### config.mk
export PLATFORM = sky130hd
export DESIGN_NAME = sig_misr16
export DESIGN_NICKNAME = d
export VERILOG_FILES = /design/src/rtl/gate_chk_pkg.sv /design/src/rtl/sig_misr16.sv
export SDC_FILE = /design/constraint.sdc
export NUM_CORES = 1
export LEC_CHECK = 0
export CORE_MARGIN = 5
export CORE_UTILIZATION = 44
export DETAILED_ROUTE_END_ITERATION = 12
export PLACE_DENSITY = 0.72
export SLEW_MARGIN = 20
export SYNTH_ARGS = -nofsm -noshare
export SYNTH_HDL_FRONTEND = slang
export SYNTH_SLANG_ARGS = --single-unit
### constraint.sdc
create_clock -name clk -period 0.89 [get_ports clk]
set_input_delay 0.178 -clock clk [delete_from_list [all_inputs] [get_ports clk]]
set_output_delay 0.178 -clock clk [all_outputs]
set_load 0.005 [all_outputs]
### src/rtl/gate_chk_pkg.sv
// Shared types, constants and helpers for the gate response checker.
//   state_t   : checker FSM state encoding
//   MISR_POLY : feedback taps of the 16-bit response signature register
//   MISR_SEED : value the signature register starts from
//   sat_inc   : increment that sticks at a ceiling instead of wrapping
package gate_chk_pkg;

  typedef enum logic [1:0] {
    IDLE  = 2'd0,
    CHECK = 2'd1,
    DONE  = 2'd2
  } state_t;

  localparam logic [15:0] MISR_POLY = 16'h1021;
  localparam logic [15:0] MISR_SEED = 16'hFFFF;

  // Callers pass their counter zero-extended to 32 bits and truncate the result.
  function automatic logic [31:0] sat_inc(input logic [31:0] val, input logic [31:0] max_val);
    return (val >= max_val) ? val : val + 32'd1;
  endfunction

endpackage

### src/rtl/sig_misr16.sv
// 16-bit serial-input signature register compressing the DUT response stream.
// Ports:
//   clk, rst_n : clock and async active-low reset (resets to the seed)
//   clear      : reload the seed (wins over en)
//   en         : shift in din this cycle
//   din        : response bit
//   sig        : current signature
module sig_misr16
  import gate_chk_pkg::*;
(
  input  logic        clk,
  input  logic        rst_n,
  input  logic        clear,
  input  logic        en,
  input  logic        din,
  output logic [15:0] sig
);

  logic [15:0] sig_q;
  logic [15:0] sig_d;

  always_comb begin
    sig_d = sig_q;
    if (clear) begin
      sig_d = MISR_SEED;
    end else if (en) begin
      sig_d = {sig_q[14:0], 1'b0} ^ (sig_q[15] ? MISR_POLY : 16'h0000) ^ {15'b0, din};
    end
  end

  always_ff @(posedge clk or negedge rst_n) begin
    if (!rst_n) begin
      sig_q <= MISR_SEED;
    end else begin
      sig_q <= sig_d;
    end
  end

  assign sig = sig_q;

endmodule

* Word-level counts from Yosys, hierarchy flattened
Index checks and enable logic that the tools add are counted.
** Cells by class
- Add/subtract/negate cells :: 0
- Multiply operators :: 0
- Divide/modulo/power cells :: 0
- Magnitude comparators :: 0
- Equal/unequal tests :: 0
- Shift operators :: 0
- Mux-type cells :: 3
- Bitwise gates (word level) :: 2
- Reduce and logical (&&, ||, !) cells :: 1
** Operators with widths (number)
- 16-bit two-way mux :: 2
- 16-bit by 1-bit bitwise XOR with 16-bit output :: 1
- 16-bit by 13-bit bitwise XOR with 16-bit output :: 1
- 13-bit two-way mux :: 1
- 2-bit nonzero test :: 1
** Word-level totals
- Register bits :: 16
- Bits in latches :: 0
- Bits in writable memories :: 0
- Memory bits (read-only) :: 0
- Input bits :: 5
- Output and inout port bits :: 16
- Logic and storage cells :: 7
- Memories :: 0

* Logic depth before layout (Yosys ltp)
Gate-level depths: netlist of run 1.
- Word-level depth :: 5
- Depth in mapped cells :: 4
- Depth with buffers taken out :: 2

* Worst setup path before layout of run 1
OpenSTA, ideal clock, no wires.
- Path kind :: reg2reg
- Start :: register, netlist name sig[15]
- End :: register sig_q[15], in the netlist sig[15]
- Setup time :: 0.060 ns
- Data arrival time :: 0.790 ns
- Data required time :: 0.830 ns
- Slack :: 0.040 ns
- Stages on the path, launching flop included :: 3
- Path buffers :: 0
- Period minus slack after synthesis :: 0.850 ns
- Cells stage by stage :: dfstp_2 nor2b_1 a211o_1
** RTL lines
- end signal: assignment :: line sig_misr16.sv:35 : sig_q <= sig_d;
- end: declaration :: line sig_misr16.sv:19 : logic [15:0] sig_q;

* Worst setup path in the final report of run 1
- Start :: register sig_q[8], in the netlist sig[8]
- End :: output port sig[8]
** RTL lines
- end: declaration :: line sig_misr16.sv:16 : output logic [15:0] sig
No word-level cell between the ends.

==> out/results.txt, run 1 <==
largest family of logic cells by synthesized area: compound AO/OA/AOI/OAI gates
Final Cell Area: 1237 um2
combinational share of power: 0.268
fillcell total: 90
total CTS buffers: 3
post-synth cell types: 9
Antenna Violating Nets Remaining: 0
critical path's top delay family: flip-flops
Post-Syn Area: 718.2 um2
clk buf depth: 2
CP max FO: 2
Synth Area in XOR/XNOR: 0.03659
status: complete, but fails checks
H-tree Lvls: 1
WP buf/inv: 1
core area: 1524 um2
antenna cells: 0
I/O Pins: 21
sequential cell area: 420.4 um2
Mapped Nets: 62
cell area power density: 1361 nW/um2
synth top area cells: dfstp_2, a211o_1, nor2b_1
vias: 623
leading area contributor after synthesis: dfstp_2
#FFs+latches synth: 16
vias in the first global route: 684
Die W: 50.40 um
row cnt: 14
Clock Power Share: 0.228
crit path DAT: 0.95 ns
critical path's largest stage delay: 0.56 ns
Non-Filler Instances: 115
Seq/Total Area, Yosys: 0.5854
Pint: 1.260 mW
WP data required: 0.71 ns
Inst Count DP: 108
Ys Warns: 0
top cell type's share of synthesized area: 0.5854
Slowest-stage cell, CP: dfstp_2
pin count of the biggest net entering global routing: 17
Post-Synth Adder-Cell Area: 0
crit path kind: flop to output port
worst-case reg-to-reg path depth: 4
DIE AREA: 2540 um2
layout cells sized above 1: 0.7374
failing checks: setup timing
Clock Latency Late Sink: 0.29 ns
R2R Path End: sig[7]
Compound-Gate Fraction of Synth Area: 0.1794
CTS Root Cell: clkbuf_4
RSZ-0062 raised after global routing: true
IO Port Bufs: 20
initial DRC count: 4
Final Skew: 0.003828 ns
Tot Pwr: 1.684 mW
cells after synthesis: 57
drt first pass iters: 4
Reg2Reg Setup Slack: -0.13 ns
nets: 106
Final Hold Viols: 0
CTS tree: done
top layer in use: met4
Layout area overhead: 72.30%
Post-DP Area: 1074 um2
flip-flop count of the largest register after layout: 16
Avg Cell Area, Syn: 12.60 um2
first-pass GRT wire length: 3084 um
Max-Cap Viols: 0
Leak: 0.5856 nW
Critical Path End Type: output port
Reg clk slew, reported paths: 0.09 ns
Final Setup Violations: 31
DRC: 0
fin. max-slew vios: 0
Multi-input gate area: 344.1 um2
WL met3: 85 um
startpoint types: flop
fmax: 885.9 MHz
Peak VDD IR: 0.9509 mV
routed length on met2: 1034 um
max_slew headroom: 0.7959
DR vias/cell: 5.417
crit-path cells: buf_6
dpl hpwl: 1109 um
worst r2r src: sig[7]
# clock sinks: 16
mux contribution to synthesized area: 0
Post-CTS Hold Fix Bufs: 0
initial antenna violation count: 0
GRT overflow: 0
min Tclk post-route: 1.129 ns
M1 WL: 700 um
Sw Ratio: 0.2521
Post-Route WL: 1857 um
simple-gate portion of the synthesized area: 0.1429
RD Place Congestion: 0.6754
Reg power frac: 0.504
starting density of the core: 0.4713
Slew @ Worst Pin: 0.3038 ns
Tcrit/Tclk final: 1.268
gr usage total: 0.1630
fin worst setup slack: -0.2388 ns
WL/cell: 16.15 um
P_sw: 424.6 uW
Min-Delay Path Class: input port to asynchronous set/reset pin
die height: 50.40 um
-- metal layers --
layer	vias to the layer above	track usage
met4	0	0.08936
met5	-	0
met1	313	0.1744
met3	5	0.04142
met2	16	0.2887
li1	289	-
-- synthesized netlist by cell type --
master and instances:
dfstp_2 16, nor2b_1 14, a211o_1 13, a21oi_1 3
nor3_1 3, xnor2_1 3, buf_2 2, buf_6 2
buf_4 1
-- power by group through the flow --
stage	sequential [mW]	combinational, mW	clock, mW
finish	0.848	0.452	0.384
global route	0.857	0.484	0.446
CTS	0.841	0.383	0.398
detailed placement	0.849	0.371	0
global placement	0.848	0.364	0
floorplan	0.864	0.121	0
-- worst max path at each step --
stage	cells past startpoint	to	from	slack, ns
2_1_floorplan	2	sig[15]	sig[15]	0.04
3_3_place_gp	4	sig[0]	en	-0.40
3_5_place_dp	4	sig[13]	en	-0.41
4_1_cts	1	sig[13]	sig[13]	-0.24
5_1_grt	1	sig[8]	sig[8]	-0.29
6_report	1	sig[8]	sig[8]	-0.24
-- cells in the final DEF, fill, tap and decap left out, types with 3 or more instances in the layout --
cell      instances
a211o_1          13
nor2b_4           9
nor3_1            3
nor2b_2           3
dfstp_2          16
buf_4            14
buf_2             7
clkbuf_4          3
buf_6            16
-- cell type report --
cell class                      count  area share
Tap cell                           16     0.01618
Multi-Input combinational cell     36      0.2781
Sequential cell                    16      0.3397
Clock buffer                        3     0.01820
Timing Repair Buffer               44      0.3478
-- metrics by stage --
stage          worst slack, ns  hold slack [ns]  setup TNS (ns)  utilization
3_5_place_dp           -0.4091           0.6150          -10.89       0.7044
2_1_floorplan          0.04009          0.03016               0            -
3_3_place_gp           -0.4036           0.6161          -10.64       0.7044
5_1_grt                -0.2863           0.4016          -5.681       0.8120
6_report               -0.2388           0.3924          -4.480       0.8120
4_1_cts                -0.2379           0.3875          -4.205       0.7332
-- timing repair --
action                                  4_1_cts  5_1_grt
endpoints found under the hold margin         0        0
setup buffers                                 2        4
gates cloned                                  1        0
pin swaps                                    14        7
endpoints found under the setup margin       32       32
resized for setup                            79       22
-- cell families (layout without fill, tap and decap cells) --
group | Yosys count | in the layout
compound gates | 16 | 16
flops | 16 | 16
simple gates | 17 | 17
buf+inv | 5 | 47
xor+xnor | 3 | 3
(Power assumes the default switching activity.)
==> run 2: changes to the inputs <==
--- a/config.mk
+++ b/config.mk
@@ -5,9 +5,9 @@
 export SDC_FILE = /design/constraint.sdc
 export NUM_CORES = 1
 export LEC_CHECK = 0
-export CORE_MARGIN = 5
 export CORE_UTILIZATION = 44
 export DETAILED_ROUTE_END_ITERATION = 12
+export GPL_ROUTABILITY_DRIVEN = 1
 export PLACE_DENSITY = 0.72
 export SLEW_MARGIN = 20
 export SYNTH_ARGS = -nofsm -noshare
==> out/results.txt, run 2 (synthesized netlist as in run 1, its figures left out) <==
status: complete, but fails checks
failing checks: setup timing
die height: 42.40 um
fin worst setup slack: -0.2573 ns
GRT overflow: 0
crit-path cells: buf_2
most common cell after layout, fill and taps aside: dfstp_2
max_slew headroom: 0.8495
Antenna Violating Nets Remaining: 0
Final Cell Area: 1175 um2
min Tclk post-route: 1.147 ns
layout cells sized above 1: 0.7113
Non-Filler Instances: 113
Tcrit/Tclk final: 1.289
Post-CTS Hold Fix Bufs: 0
flip-flop count of the largest register after layout: 16
Post-Route WL: 1747 um
first-pass GRT wire length: 2691 um
critical path's top delay family: flip-flops
# clock sinks: 16
worst r2r src: sig[15]
Leak: 0.5424 nW
RSZ-0062 raised after global routing: true
Post-DP Area: 1059 um2
fin. max-slew vios: 0
Inst Count DP: 106
Peak VDD IR: 1.118 mV
Reg clk slew, reported paths: 0.10 ns
cell area power density: 1487 nW/um2
Clock Latency Late Sink: 0.29 ns
IO Port Bufs: 20
Tot Pwr: 1.747 mW
starting density of the core: 0.4713
Min-Delay Path Class: input port to asynchronous set/reset pin
routed length on met2: 904 um
dpl hpwl: 882.7 um
total CTS buffers: 3
gr usage total: 0.2011
RD Place Congestion: 0.7125
initial antenna violation count: 0
vias: 587
core area: 1524 um2
CTS Root Cell: clkbuf_4
worst-case reg-to-reg path depth: 3
Max-Cap Viols: 0
CP max FO: 2
fmax: 871.6 MHz
CTS tree: done
top layer in use: met4
I/O Pins: 21
drt first pass iters: 4
DIE AREA: 1798 um2
WP data required: 0.71 ns
WP buf/inv: 1
DR vias/cell: 5.195
fin util: 0.7709
CP startpoint: sig[1]
vias in the first global route: 600
clk buf depth: 2
Slew @ Worst Pin: 0.2240 ns
antenna cells: 0
Slowest-stage cell, CP: dfstp_2
H-tree Lvls: 1
pin count of the biggest net entering global routing: 18
Final Skew: 0.002233 ns
crit path kind: flop to output port
row cnt: 14
DRC: 0
Die W: 42.40 um
WL/cell: 15.46 um
nets: 103
M1 WL: 733 um
WL met3: 62 um
startpoint types: flop
crit path DAT: 0.97 ns
initial DRC count: 3
Final Setup Violations: 32
commonest cells after routing, fill and taps aside: dfstp_2, a211o_1, buf_2, buf_4
Critical Path End Type: output port
Layout area overhead: 63.59%
Worst path depth: 1
Final Hold Viols: 0
critical path's largest stage delay: 0.57 ns
## run 2: where the power goes
part | internal (mW) | switching [mW] | leakage, nW | total (mW)
registers | 0.813 | 0.0293 | 0.169 | 0.842
logic | 0.255 | 0.161 | 0.353 | 0.416
clock network | 0.249 | 0.240 | 0.0210 | 0.489
total | 1.32 | 0.430 | 0.542 | 1.75
## run 2: repair_timing
item / in CTS / in global routing
endpoints found under the hold margin: 0 / 0
pin swaps: 14 / 5
gates resized for setup: 76 / 16
buffers inserted: 2 / 4
endpoints found under the setup margin: 32 / 32
gates cloned: 1 / 0
## run 2: stage by stage
stage	setup slack (ns)	setup TNS, ns	hold WS, ns
floorplan	0.04009	0	0.03016
global placement	-0.3862	-10.47	0.6155
detailed placement	-0.4180	-10.75	0.6191
CTS	-0.2366	-4.205	0.3865
global route	-0.2771	-5.301	0.3982
finish	-0.2573	-4.381	0.3896
## run 2: final timing paths
kind / slack [ns] / endpoint
max: -0.26 / sig[1]
min in group clk: 0.55 / sig[6]
max reg2reg: -0.11 / sig[5]
min: 0.39 / sig[3]
max in group asynchronous: 0.48 / sig[12]
min reg2reg: 0.73 / sig[5]
## run 2: layout make-up
type | count | area (um2)
flip-flops and latches | 16 | 420.4
repair buffers | 41 | 364.1
fillers | 98 | 349.1
multi-input cells | 36 | 334.1
clock buffers | 4 | 36.28
well taps | 16 | 20.02
## run 2: routing by layer
metal  up-vias  GRT usage
li1        281          -
met1       284     0.2661
met2        16     0.3231
met3         6    0.03017
met4         0    0.09375
met5         -          0
